**src/rtl/cpu_pkg.sv**
```systemverilog
// Shared core definitions: controller phase encoding, the nop word, and the
// fetch-unit FSM state type.
package cpu_pkg;

  localparam logic [2:0] ST_FETCH  = 3'd0;
  localparam logic [2:0] ST_DECODE = 3'd1;
  localparam logic [2:0] ST_EXEC   = 3'd2;
  localparam logic [2:0] ST_MEM    = 3'd3;
  localparam logic [2:0] ST_WRITE  = 3'd4;

  localparam logic [31:0] NOP_INSTR = 32'h0000_0013;

  typedef enum logic [1:0] {
    FS_IDLE  = 2'd0,
    FS_WAIT  = 2'd1,
    FS_DONE  = 2'd2,
    FS_FAULT = 2'd3
  } fetch_state_t;

endpackage

```
**src/rtl/fetch_unit.sv**
```systemverilog
// Instruction-fetch stage: owns the PC, fetches one word per FETCH phase over a
// req/ack handshake and computes the next PC on entry to WRITE.
module fetch_unit
  import cpu_pkg::*;
#(
  parameter logic [31:0] RESET_PC      = 32'h0000_0000,
  parameter int          FETCH_TIMEOUT = 255
) (
  input  logic        clk,
  input  logic        rst,
  input  logic [2:0]  state,
  output logic        imem_req,
  output logic [31:0] imem_addr,
  input  logic        imem_ack,
  input  logic [31:0] imem_rdata,
  output logic [31:0] instr_raw,
  output logic        fetch_done,
  output logic [31:0] pc,
  output logic [31:0] pc_plus4,
  input  logic        branch_uc,
  input  logic        branch_c,
  input  logic        branch_relative,
  input  logic [31:0] imm,
  input  logic [31:0] alu_result,
  output logic        fault
);

  localparam int TW = (FETCH_TIMEOUT > 1) ? $clog2(FETCH_TIMEOUT) : 1;
  localparam logic [TW-1:0] TMO_LAST = TW'(FETCH_TIMEOUT - 1);

  fetch_state_t  fsm;
  logic [2:0]    state_q;
  logic [TW-1:0] tmo_cnt;

  logic          fetch_entry, write_entry;
  logic          taken, misaligned;
  logic [31:0]   target, next_pc;

  assign fetch_entry = (state == ST_FETCH) && (state_q != ST_FETCH);
  assign write_entry = (state == ST_WRITE) && (state_q != ST_WRITE);

  assign pc_plus4  = pc + 32'd4;
  assign imem_addr = pc;

  always_comb begin
    taken      = branch_uc | (branch_c & alu_result[0]);
    target     = branch_relative ? (pc + imm) : {alu_result[31:1], 1'b0};
    misaligned = taken && (target[1:0] != 2'b00);
    next_pc    = taken ? target : pc_plus4;
  end

  always_ff @(posedge clk) begin
    if (rst) begin
      fsm        <= FS_IDLE;
      state_q    <= ST_WRITE;
      tmo_cnt    <= '0;
      pc         <= RESET_PC;
      instr_raw  <= NOP_INSTR;
      imem_req   <= 1'b0;
      fetch_done <= 1'b0;
      fault      <= 1'b0;
    end else begin
      state_q    <= state;
      fetch_done <= 1'b0;
      case (fsm)
        FS_IDLE: begin
          if (fetch_entry) begin
            fsm      <= FS_WAIT;
            imem_req <= 1'b1;
            tmo_cnt  <= '0;
          end
        end
        FS_WAIT: begin
          if (imem_ack) begin
            instr_raw  <= imem_rdata;
            fsm        <= FS_DONE;
            imem_req   <= 1'b0;
            fetch_done <= 1'b1;
          end else if (tmo_cnt == TMO_LAST) begin
            fsm      <= FS_FAULT;
            imem_req <= 1'b0;
            fault    <= 1'b1;
          end else begin
            tmo_cnt <= tmo_cnt + 1'b1;
          end
        end
        FS_DONE:  fsm <= FS_IDLE;
        FS_FAULT: fsm <= FS_FAULT;
        default:  fsm <= FS_IDLE;
      endcase

      // A misaligned taken target leaves pc alone and parks the block in FAULT.
      if (write_entry && fsm != FS_FAULT) begin
        if (misaligned) begin
          fsm        <= FS_FAULT;
          fault      <= 1'b1;
          imem_req   <= 1'b0;
          fetch_done <= 1'b0;
        end else begin
          pc <= next_pc;
        end
      end
    end
  end

endmodule

```
**config.mk**
```make
export PLATFORM = sky130hd
export DESIGN_NAME = fetch_unit
export DESIGN_NICKNAME = d
export VERILOG_FILES = /design/src/rtl/cpu_pkg.sv /design/src/rtl/fetch_unit.sv
export SDC_FILE = /design/constraint.sdc
export NUM_CORES = 1
export LEC_CHECK = 0
export CAP_MARGIN = 20
export CORE_ASPECT_RATIO = 1.1
export CORE_MARGIN = 2
export CORE_UTILIZATION = 45
export CTS_CLUSTER_SIZE = 12
export DETAILED_ROUTE_END_ITERATION = 12
export PLACE_DENSITY = 0.93
export SKIP_CTS_REPAIR_TIMING = 1
export SLEW_MARGIN = 20
export SYNTH_ARGS = -nofsm -noshare
export SYNTH_HDL_FRONTEND = slang
export SYNTH_SLANG_ARGS = --single-unit
export TNS_END_PERCENT = 5
```
**constraint.sdc**
```tcl
create_clock -name clk -period 3 [get_ports clk]
set_input_delay 0.6 -clock clk [delete_from_list [all_inputs] [get_ports clk]]
set_output_delay 0.6 -clock clk [all_outputs]
set_load 0.005 [all_outputs]
```
==> impl_metrics.py <==
metrics = {
    "global_route": {
        "overflow": 0,
        "grt_pass1_wl_um": 36600,
        "grt.total_usage_pct": 31.5,
        "antenna_found_initial": 0,
        "grt_pass1_vias": 7338,
        "grt_max_degree": 46,
    },
    "timing": {
        "finalCritPeriodShare_pct": 104,
        "rsz0062_at_grt": "true",
        "slew-limit-headroom_pct": 49.1,
        "tightest_slew_ps": 761,
        "finalHoldViolCount": 0,
        "max_freq_ghz": 0.321,
        "drv_slew": 0,
        "min_period_ps": 3110,
        "setup_viol": 15,
        "worst_slack_ps": -115,
        "clock-skew-final_ps": 6.61,
    },
    "pwr": {
        "p_total_mw": 3.06,
        "power_frac_seq_pct": 36.3,
        "leakagePower_nw": 4.06,
        "power_frac_clock_pct": 40.5,
        "pwr-share-comb_pct": 23.2,
        "power_switching_mw": 0.847,
        "swShare_pct": 27.7,
        "cellPowerDensity_mw_per_mm2": 312,
        "intPower_mw": 2.21,
        "vdd_drop_max_v": 0.000265,
    },
    "place": {
        "io_buffers": 235,
        "place_hpwl_um": 18300,
        "globalplace.congestion": 0.947,
    },
    "logic_synthesis": {
        "syn_area_mm2": 0.00618,
        "ys_seq_elements": 80,
        "ys.warnings.count": 0,
        "synth_top_area_share_pct": 25.9,
        "seq_area_frac_synth_pct": 25.9,
        "ys_types": 70,
        "synth_cells": 836,
        "syn_nets": 976,
        "yosys.area.top_type": "dfxtp_1",
        "ys.flop_type": "dfxtp_1",
        "avgSynthCellArea_um2": 7.39,
        "netlist_top_cells_area": "dfxtp_1 (26%), a21oi_1 (7.8%), nand2_1 (7.5%)",
        "async_flop_share_pct": 0,
        "synth_edf_count": 0,
    },
    "critical_path": {
        "crit_path_max_incr_delay_ps": 530,
        "crit_path_start_kind": "flop",
        "criticalPathCategory": "reg2out",
        "path_buf_inv": 2,
        "slowest_stage": "clkdlybuf4s50_1",
        "worst_ep_required_time_ps": 2400,
        "crit_chain": "ha_1 > nand3_2 > nor4_4 > buf_4 > and3b_1 > nand4_1 > xnor2_1 > clkdlybuf4s50_1",
        "arrival_ps": 2510,
        "critical-path-top-delay-family": "simple AND/OR/NAND/NOR gates",
        "critPathMaxFanout": 3,
        "cp-end-kind": "output pin",
    },
    "job": {
        "drv_cap": 0,
    },
    "die": {
        "ios": 236,
        "coreArea_mm2": 0.0133,
        "die_area_mm2": 0.0147,
        "die_w_um": 116,
        "rows": 44,
        "die_h_um": 127,
        "initial_core_util_pct": 46.4,
    },
    "clock_network": {
        "cts_tree": "yes",
        "cts-root-buf": "clkbuf_16",
        "clockBufferDepth": 2,
        "clk-insertion-delay-late_ps": 350,
        "cts.sinks": 80,
        "path_clk_slew_ps": 60,
        "h-tree-depth": 3,
        "cts_buffers": 9,
    },
    "status": {
        "status": "finished with violations",
        "violations": "setup timing",
    },
    "routing": {
        "drc": 0,
        "ant_nets": 0,
        "drt-initial-drc-count": 660,
        "wire_per_inst_um": 18.3,
        "drt-total-wl_um": 24200,
        "dr.pass1.iters": 5,
        "vias_per_cell": 5.80,
        "num_vias": 7662,
    },
    "cells_and_area": {
        "fin_util_pct": 73.6,
        "nNetsFinal": 1271,
        "diodes": 0,
        "syn2layout_area_growth_pct": 58.9,
        "layout-drive-gt1-share_pct": 16.6,
    },
    "worst_hold_path": {
        "min-delay-path-class": "reg2reg",
    },
}
-- metrics by stage --
stage          cell area, µm²  hold slack, ps  TNS [ps]  std cells  setup WS [ps]
2_1_floorplan            6180             453         0        836            361
6_report                 9810             453      -922       1320           -115
5_1_grt                  9810             473     -2340       1320           -225
4_1_cts                  9610             455     -2620       1318           -258
3_3_place_gp             9280             440     -2870       1302           -327
3_5_place_dp             9280             446     -4200       1302           -435
-- flip-flops by register name, summed over array words and instances, names as in the netlist --
signal,flops
instr_raw,32
fault,1
fsm,2
imem_addr,32
imem_req,1
tmo_cnt,8
fetch_done,1
state_q,3
-- final timing paths --
check	start	end	slack, ps	depth (start not counted)
worst max-delay path	imem_addr[2]	pc_plus4[30]	-110	8
worst min-delay path	instr_raw[6]	instr_raw[6]	450	2
worst max register to register	imem_addr[9]	imem_addr[22]	360	10
worst min register to register	instr_raw[6]	instr_raw[6]	450	2
-- cell usage in the layout (no fill, tap or decap), types with 6 or more instances in the layout --
cell type	count
clkdlybuf4s50_1	230
nand2_1	124
buf_4	122
a21oi_1	94
dfxtp_1	79
nor2_1	63
o21ai_0	41
ha_1	34
nand3_1	30
xnor2_1	24
xor2_1	23
nor3_1	18
a21o_1	15
nand4_1	13
mux2i_1	11
and3_1	9
o21a_1	9
inv_1	9
a31oi_1	9
clkbuf_16	9
and4_1	8
nor2b_1	7
or2_2	6
-- cell usage after synthesis (all sizes together) (3+ instances only) --
library cell / number
o22ai: 5
nand3: 33
o21ai: 47
nor2b: 8
nand4: 13
nor2: 65
o211ai: 4
or4: 3
o311ai: 4
o31ai: 4
nand2: 124
ha: 34
a211oi: 7
o2111ai: 4
nand3b: 3
or2: 6
nor3: 20
inv: 9
dfxtp: 80
clkbuf: 36
a21boi: 5
or3: 5
a211o: 3
xnor2: 29
xor2: 25
a21o: 15
a21oi: 96
and2: 5
a22oi: 4
buf: 40
nor4: 7
a31oi: 10
and3: 13
mux2: 4
nand2b: 3
o21a: 10
o21bai: 4
and4: 8
mux2i: 11
a221oi: 5
-- layout make-up --
class | instances | area, µm²
clock buffers | 9 | 225
clock inverters | 7 | 106
fillers | 995 | 3510
inverters | 11 | 41.3
multi-input cells | 669 | 4290
flip-flops and latches | 80 | 1600
well taps | 184 | 230
repair buffers | 360 | 3320
-- worst register-to-register path, cell delays in order, from the launching register on --
cell	delay [ps]
dfxtp_1	330
buf_4	180
ha_1	320
a21oi_1	310
o21a_1	220
o21bai_1	110
o311ai_2	430
o21ai_1	120
xor2_1	160
a221oi_1	250
nor2_1	80
-- metal layers --
metal / track usage, % / wire length [µm]
met3: 6.31 / 2110
met1: 37.0 / 9210
met5: 0 / 0
met4: 13.7 / 1180
met2: 55.0 / 11700
-- power groups by stage --
| stage | registers, mW | clock network [mW] | logic, mW |
|---|---|---|---|
| after floorplan | 1.14 | 0 | 0.302 |
| after global placement | 1.13 | 0 | 0.674 |
| after detailed placement | 1.13 | 0 | 0.683 |
| after CTS | 1.11 | 1.24 | 0.689 |
| after global routing | 1.11 | 1.29 | 0.760 |
| final | 1.11 | 1.24 | 0.710 |
-- kinds of logic (layout without fill, tap and decap cells) --
logic type | Yosys count | count (layout) | share of synthesized area (%)
mux | 15 | 15 | 2.57
buf+inv | 87 | 387 | 7.44
xor+xnor | 54 | 54 | 7.66
simple gates | 321 | 321 | 24.7
compound gates | 244 | 244 | 24.5
flops | 80 | 80 | 25.9
fa+ha+maj | 35 | 35 | 7.21
(Power assumes the default switching activity.)
